==> config.mk <==
export PLATFORM = sky130hd
export DESIGN_NAME = gpio_in_capture
export DESIGN_NICKNAME = d
export VERILOG_FILES = /design/src/rtl/gpio_pkg.sv /design/src/rtl/gpio_in_sync_filter.sv /design/src/rtl/gpio_in_capture.sv
export SDC_FILE = /design/constraint.sdc
export NUM_CORES = 1
export LEC_CHECK = 0
export CELL_PAD_IN_SITES_DETAIL_PLACEMENT = 2
export CELL_PAD_IN_SITES_GLOBAL_PLACEMENT = 2
export CORE_MARGIN = 10
export CORE_UTILIZATION = 34
export CTS_CLUSTER_DIAMETER = 200
export DETAILED_ROUTE_END_ITERATION = 16
export PLACE_DENSITY_LB_ADDON = 0.15
export SETUP_SLACK_MARGIN = 0.3
export SLEW_MARGIN = 20
export SYNTH_ARGS = -nofsm -noshare
export SYNTH_HDL_FRONTEND = slang
export SYNTH_SLANG_ARGS = --single-unit
==> constraint.sdc <==
create_clock -name clk -period 1.6 [get_ports clk]
set_input_delay 0.48 -clock clk [delete_from_list [all_inputs] [get_ports clk]]
set_output_delay 0.48 -clock clk [all_outputs]
set_load 0.01 [all_outputs]
==> src/rtl/gpio_pkg.sv <==
// Shared GPIO register-map package.
// Used by both the input-capture block and the output block so the
// two blocks agree on bus width and register addresses.
package gpio_pkg;

  localparam int DATA_W = 32;
  localparam int ADDR_W = 3;

  localparam logic [ADDR_W-1:0] ADDR_PIN     = 3'd0;
  localparam logic [ADDR_W-1:0] ADDR_STATUS  = 3'd1;
  localparam logic [ADDR_W-1:0] ADDR_RISE_EN = 3'd2;
  localparam logic [ADDR_W-1:0] ADDR_FALL_EN = 3'd3;
  localparam logic [ADDR_W-1:0] ADDR_IRQ_EN  = 3'd4;

endpackage

==> src/rtl/gpio_in_sync_filter.sv <==
// Single-pin input conditioning: 2-flop synchronizer, glitch filter and
// rise/fall edge pulses.
// Ports:
//   clk        rising-edge clock
//   reset      asynchronous active-low reset
//   pin_async  raw external pin
//   filt       filtered pin level
//   rise/fall  1-cycle pulses, high in the cycle whose closing edge
//              updates filt (so a status register loading them sets on
//              the same edge as filt changes)
module gpio_in_sync_filter #(
  parameter int FILTER_LEN = 4
) (
  input  logic clk,
  input  logic reset,
  input  logic pin_async,
  output logic filt,
  output logic rise,
  output logic fall
);

  localparam int CNT_W = $clog2(FILTER_LEN + 1);
  localparam logic [CNT_W-1:0] CNT_LAST = CNT_W'(FILTER_LEN - 1);

  logic             s1;
  logic             s2;
  logic [CNT_W-1:0] cnt;
  logic             accept;

  // s2 has disagreed with filt for FILTER_LEN consecutive edges,
  // counting this one.
  assign accept = (s2 != filt) && (cnt == CNT_LAST);

  always_ff @(posedge clk or negedge reset) begin
    if (!reset) begin
      s1   <= 1'b0;
      s2   <= 1'b0;
      cnt  <= '0;
      filt <= 1'b0;
    end else begin
      s1 <= pin_async;
      s2 <= s1;
      if (s2 == filt) begin
        cnt <= '0;
      end else if (accept) begin
        filt <= s2;
        cnt  <= '0;
      end else begin
        cnt <= cnt + 1'b1;
      end
    end
  end

  assign rise = accept & s2;
  assign fall = accept & ~s2;

endmodule

==> src/rtl/gpio_in_capture.sv <==
// Input-direction GPIO block. Each pin is synchronized and glitch
// filtered; enabled edges set sticky STATUS bits which drive a level irq.
// Ports:
//   clk, reset          clock, asynchronous active-low reset
//   we, re, addr        register bus strobes and register select
//   data_in / data_out  write data / registered read data
//   rvalid              1-cycle pulse marking a read result on data_out
//   gpio_in             asynchronous external pins
//   irq                 |(STATUS & IRQ_EN)
module gpio_in_capture
  import gpio_pkg::*;
#(
  parameter int WIDTH      = 8,
  parameter int FILTER_LEN = 4
) (
  input  logic              clk,
  input  logic              reset,
  input  logic              we,
  input  logic              re,
  input  logic [ADDR_W-1:0] addr,
  input  logic [DATA_W-1:0] data_in,
  output logic [DATA_W-1:0] data_out,
  output logic              rvalid,
  input  logic [WIDTH-1:0]  gpio_in,
  output logic              irq
);

  logic [WIDTH-1:0]  filt;
  logic [WIDTH-1:0]  rise;
  logic [WIDTH-1:0]  fall;
  logic [WIDTH-1:0]  status;
  logic [WIDTH-1:0]  rise_en;
  logic [WIDTH-1:0]  fall_en;
  logic [WIDTH-1:0]  irq_en;
  logic [WIDTH-1:0]  wr_data;
  logic [WIDTH-1:0]  set_bits;
  logic [WIDTH-1:0]  clr_bits;
  logic [DATA_W-1:0] rd_data;
  logic              unused_data_hi;

  for (genvar i = 0; i < WIDTH; i++) begin : g_pin
    gpio_in_sync_filter #(
      .FILTER_LEN (FILTER_LEN)
    ) u_filter (
      .clk       (clk),
      .reset     (reset),
      .pin_async (gpio_in[i]),
      .filt      (filt[i]),
      .rise      (rise[i]),
      .fall      (fall[i])
    );
  end

  // Only the low WIDTH bits of a write land in a register.
  assign wr_data        = data_in[WIDTH-1:0];
  assign unused_data_hi = ^data_in;

  assign set_bits = (rise & rise_en) | (fall & fall_en);
  assign clr_bits = (we && addr == ADDR_STATUS) ? wr_data : '0;

  always_ff @(posedge clk or negedge reset) begin
    if (!reset) begin
      status  <= '0;
      rise_en <= '0;
      fall_en <= '0;
      irq_en  <= '0;
    end else begin
      // A new edge wins over a simultaneous write-1-to-clear.
      status <= (status & ~clr_bits) | set_bits;
      if (we) begin
        case (addr)
          ADDR_RISE_EN: rise_en <= wr_data;
          ADDR_FALL_EN: fall_en <= wr_data;
          ADDR_IRQ_EN:  irq_en  <= wr_data;
          default:      ;
        endcase
      end
    end
  end

  always_comb begin
    rd_data = '0;
    case (addr)
      ADDR_PIN:     rd_data[WIDTH-1:0] = filt;
      ADDR_STATUS:  rd_data[WIDTH-1:0] = status;
      ADDR_RISE_EN: rd_data[WIDTH-1:0] = rise_en;
      ADDR_FALL_EN: rd_data[WIDTH-1:0] = fall_en;
      ADDR_IRQ_EN:  rd_data[WIDTH-1:0] = irq_en;
      default:      ;
    endcase
  end

  // Read data is taken from pre-write flops, so a same-cycle write is
  // not visible until the following read.
  always_ff @(posedge clk or negedge reset) begin
    if (!reset) begin
      data_out <= '0;
      rvalid   <= 1'b0;
    end else begin
      rvalid <= re;
      if (re) begin
        data_out <= rd_data;
      end
    end
  end

  assign irq = |(status & irq_en);

endmodule

==> impl_metrics.env <==
export IMPL_clock_skew_ps=8.891
export IMPL_antenna_found_initial=0
export IMPL_firstDrtPassIters=4
export IMPL_max_cap_violations=0
export IMPL_die_area_um2=16620
export IMPL_power_density_nw_per_um2=1382
export IMPL_area_delta_synth_final_pct=33.32
export IMPL_nets=468
export IMPL_drt_initial_drc_count=103
export IMPL_numPortBuffers=32
export IMPL_drv_slew=0
export IMPL_start_kind="register"
export IMPL_crit_type="register to primary output"
export IMPL_wl_per_cell_um=19.01
export IMPL_syn_area_per_cell_um2=12.41
export IMPL_final_instance_count_excl_fill=561
export IMPL_dp_hpwl_mm=7.372
export IMPL_fin_setup_tns_ps=-180.1
export IMPL_end_kind="primary output"
export IMPL_cts_made_buffers=9
export IMPL_synth_top_family_by_area="simple AND/OR/NAND/NOR gates"
export IMPL_ys_ff_latch=89
export IMPL_diodes=0
export IMPL_critPathArrivalTime_ps=1300
export IMPL_final_hold_viol_count=0
export IMPL_drc_errors=0
export IMPL_drive_gt1_share_pct=36.36
export IMPL_overflow=0
export IMPL_synth_warnings=0
export IMPL_muxShareOfSynthArea_pct=10.64
export IMPL_leakage_uw=0.002451
export IMPL_synth_simple_gate_area_share_pct=15.36
export IMPL_grt_use_total_pct=13.70
export IMPL_numClockSinks=89
export IMPL_cts_clk_slew_worst_paths_ps=70
export IMPL_vdd_drop_max_uv=722.2
export IMPL_rsz0062_at_grt="true"
export IMPL_core_area_um2=11520
export IMPL_synth_cells=325
export IMPL_dp_cells=529
export IMPL_dr_total_vias=2769
export IMPL_yosysUniqueCellTypes=36
export IMPL_synth_flop_cell="dfrtp_1"
export IMPL_hold_class="register to register"
export IMPL_synthAdderAreaFrac_pct=2.482
export IMPL_initial_core_util_pct=35.02
export IMPL_period_needed_ps=1780
export IMPL_setup_slack_ps=-180.1
export IMPL_cp_required_ps=1120
export IMPL_grt_pass1_wl_mm=17.46
export IMPL_dieHeight_um=128.9
export IMPL_boundaryPins=81
export IMPL_finalCritPeriodShare_pct=111.3
export IMPL_final_core_utilization_pct=46.69
export IMPL_fmax_mhz=561.8
export IMPL_synth_compound_area_share_pct=7.291
export IMPL_seq_area_frac_synth_pct=55.23
export IMPL_synth_edff_count=0
export IMPL_avgViaCountPerCell=4.936
export IMPL_routabilityCongestion=0.7699
export IMPL_violations="setup timing"
export IMPL_finalSetupViolCount=1
export IMPL_ys_async_sr_fraction_pct=100.0
export IMPL_clockBufferDepth=2
export IMPL_grt_max_degree=44
export IMPL_cts_root_buffer="clkbuf_16"
export IMPL_rows=39
export IMPL_worst_path_max_fanout=2
export IMPL_total_power_uw=7433
export IMPL_htreeDepth=3
export IMPL_finalWirelength_mm=10.66
export IMPL_grt_pass1_vias=3274
export IMPL_die_w_um=128.9
export IMPL_synthesis_area_um2=4033
export IMPL_tritoncts="yes"
export IMPL_status="complete, but fails checks"
export IMPL_clock_latency_ps=350
export IMPL_synth_xor_area_share_pct=1.738
export IMPL_antenna_left=0
[metal layers]
layer	routed length [um]	vias up	track usage, %	part of all wire, %
met4	163	0	5.017	1.5
met3	395	12	4.148	3.7
met5	0	-	0	0
met1	4381	1437	15.35	41
li1	-	1279	-	-
met2	5722	41	24.12	54
[cells in the mapped netlist (all sizes together), types with 4 or more instances]
cell	count	area share, %
ha	8	2.5
mux2i	8	2.0
nor2	13	1.2
buf	35	6.8
mux2	31	8.7
nor2b	9	1.4
a22oi	4	0.74
dfrtp	89	55
xnor2	8	1.7
o21ai	5	0.62
nand2	18	1.7
nor3	9	1.2
a211oi	6	1.1
nand3b	27	5.0
nor3b	14	2.6
a21oi	13	1.6
a22o	8	1.7
[state kept, by name, summed over array words and instances, names as in the netlist]
signal,count
data_out,8
fall_en,8
g_pin.u_filter.cnt,24
g_pin.u_filter.filt,8
g_pin.u_filter.s1,8
g_pin.u_filter.s2,8
irq_en,8
rise_en,8
rvalid,1
status,8
[stage by stage]
stage / setup slack (ps) / hold slack, ps / instance area [um^2]
floorplan: 147.7 / 184.4 / 4213
global route: -237.8 / 356.2 / 5376
detailed placement: -519.1 / 313.3 / 4788
finish: -180.1 / 347.1 / 5376
global placement: -501.2 / 311.3 / 4788
CTS: -225.4 / 350.0 / 5243
[timing repair]
action / in CTS / in global routing
gates cloned: 0 / 0
pin swaps: 11 / 8
setup buffers: 10 / 5
endpoints found under the setup margin: 53 / 44
resized for setup: 75 / 25
hold buffers: 1 / 0
hold endpoints to repair: 5 / 0
[placed cells by master, fill, tap and decap left out, types with 8 or more instances in the layout]
master and count:
a21oi_1 8, a22o_1 8, buf_2 8, buf_4 44
buf_6 11, clkbuf_16 9, clkdlybuf4s50_1 16, conb_1 24
dfrtp_1 89, ha_1 8, mux2_2 16, mux2_4 15
mux2i_1 8, nand2_1 10, nand2_2 8, nand3b_1 27
nor2_1 12, nor3_1 8, nor3b_1 14, xnor2_1 8
[where the power goes]
| group | internal [uW] | switching, uW | total, uW |
|---|---|---|---|
| sequential | 2790 | 463 | 3260 |
| clock | 1340 | 887 | 2220 |
| combinational | 1130 | 820 | 1950 |
| total | 5260 | 2170 | 7430 |
[layout make-up]
cell class                      instances  area (um^2)
Inverter                                2        7.507
Clock inverter                          4        50.05
Tap cell                              143        178.9
Multi-Input combinational cell        220         1790
Timing Repair Buffer                   91        855.8
Clock buffer                           12        266.5
Fill cell                            1176         6140
Sequential cell                        89         2227
[cells by family (layout without fill, tap and decap cells)]
kind of cell               count (synthesis)  after routing
AOI/OAI and AO/OA                         43             43
adders and majority gates                  8              8
xor gates and xnor gates                   8              8
DFF                                       89             89
and+or+nand+nor                           98             98
muxes                                     39             39
other                                      1             24
buffers and inverters                     39            109
[worst max-delay path, cell delays in order (launching register included)]
cell,delay (ps)
dfrtp_1,400
a22oi_2,220
nand4_1,150
buf_2,170
[path summary, 6_finish.rpt]
| check | slack (ps) | depth (start not counted) | endpoint | from |
|---|---|---|---|---|
| max reg2reg | 350 | 6 | data_out[3] | irq_en[3] |
| min reg2reg | 350 | 0 | g_pin[7].u_filter.s2 | g_pin[7].u_filter.s1 |
| max | -180 | 3 | irq | irq_en[3] |
| min | 350 | 0 | g_pin[7].u_filter.s2 | g_pin[7].u_filter.s1 |
| min in group asynchronous | 500 | 2 | g_pin[1].u_filter.cnt[1] | reset |
| max in group asynchronous | 650 | 3 | g_pin[5].u_filter.cnt[1] | reset |
No activity file was read; power rests on OpenSTA's default activity.
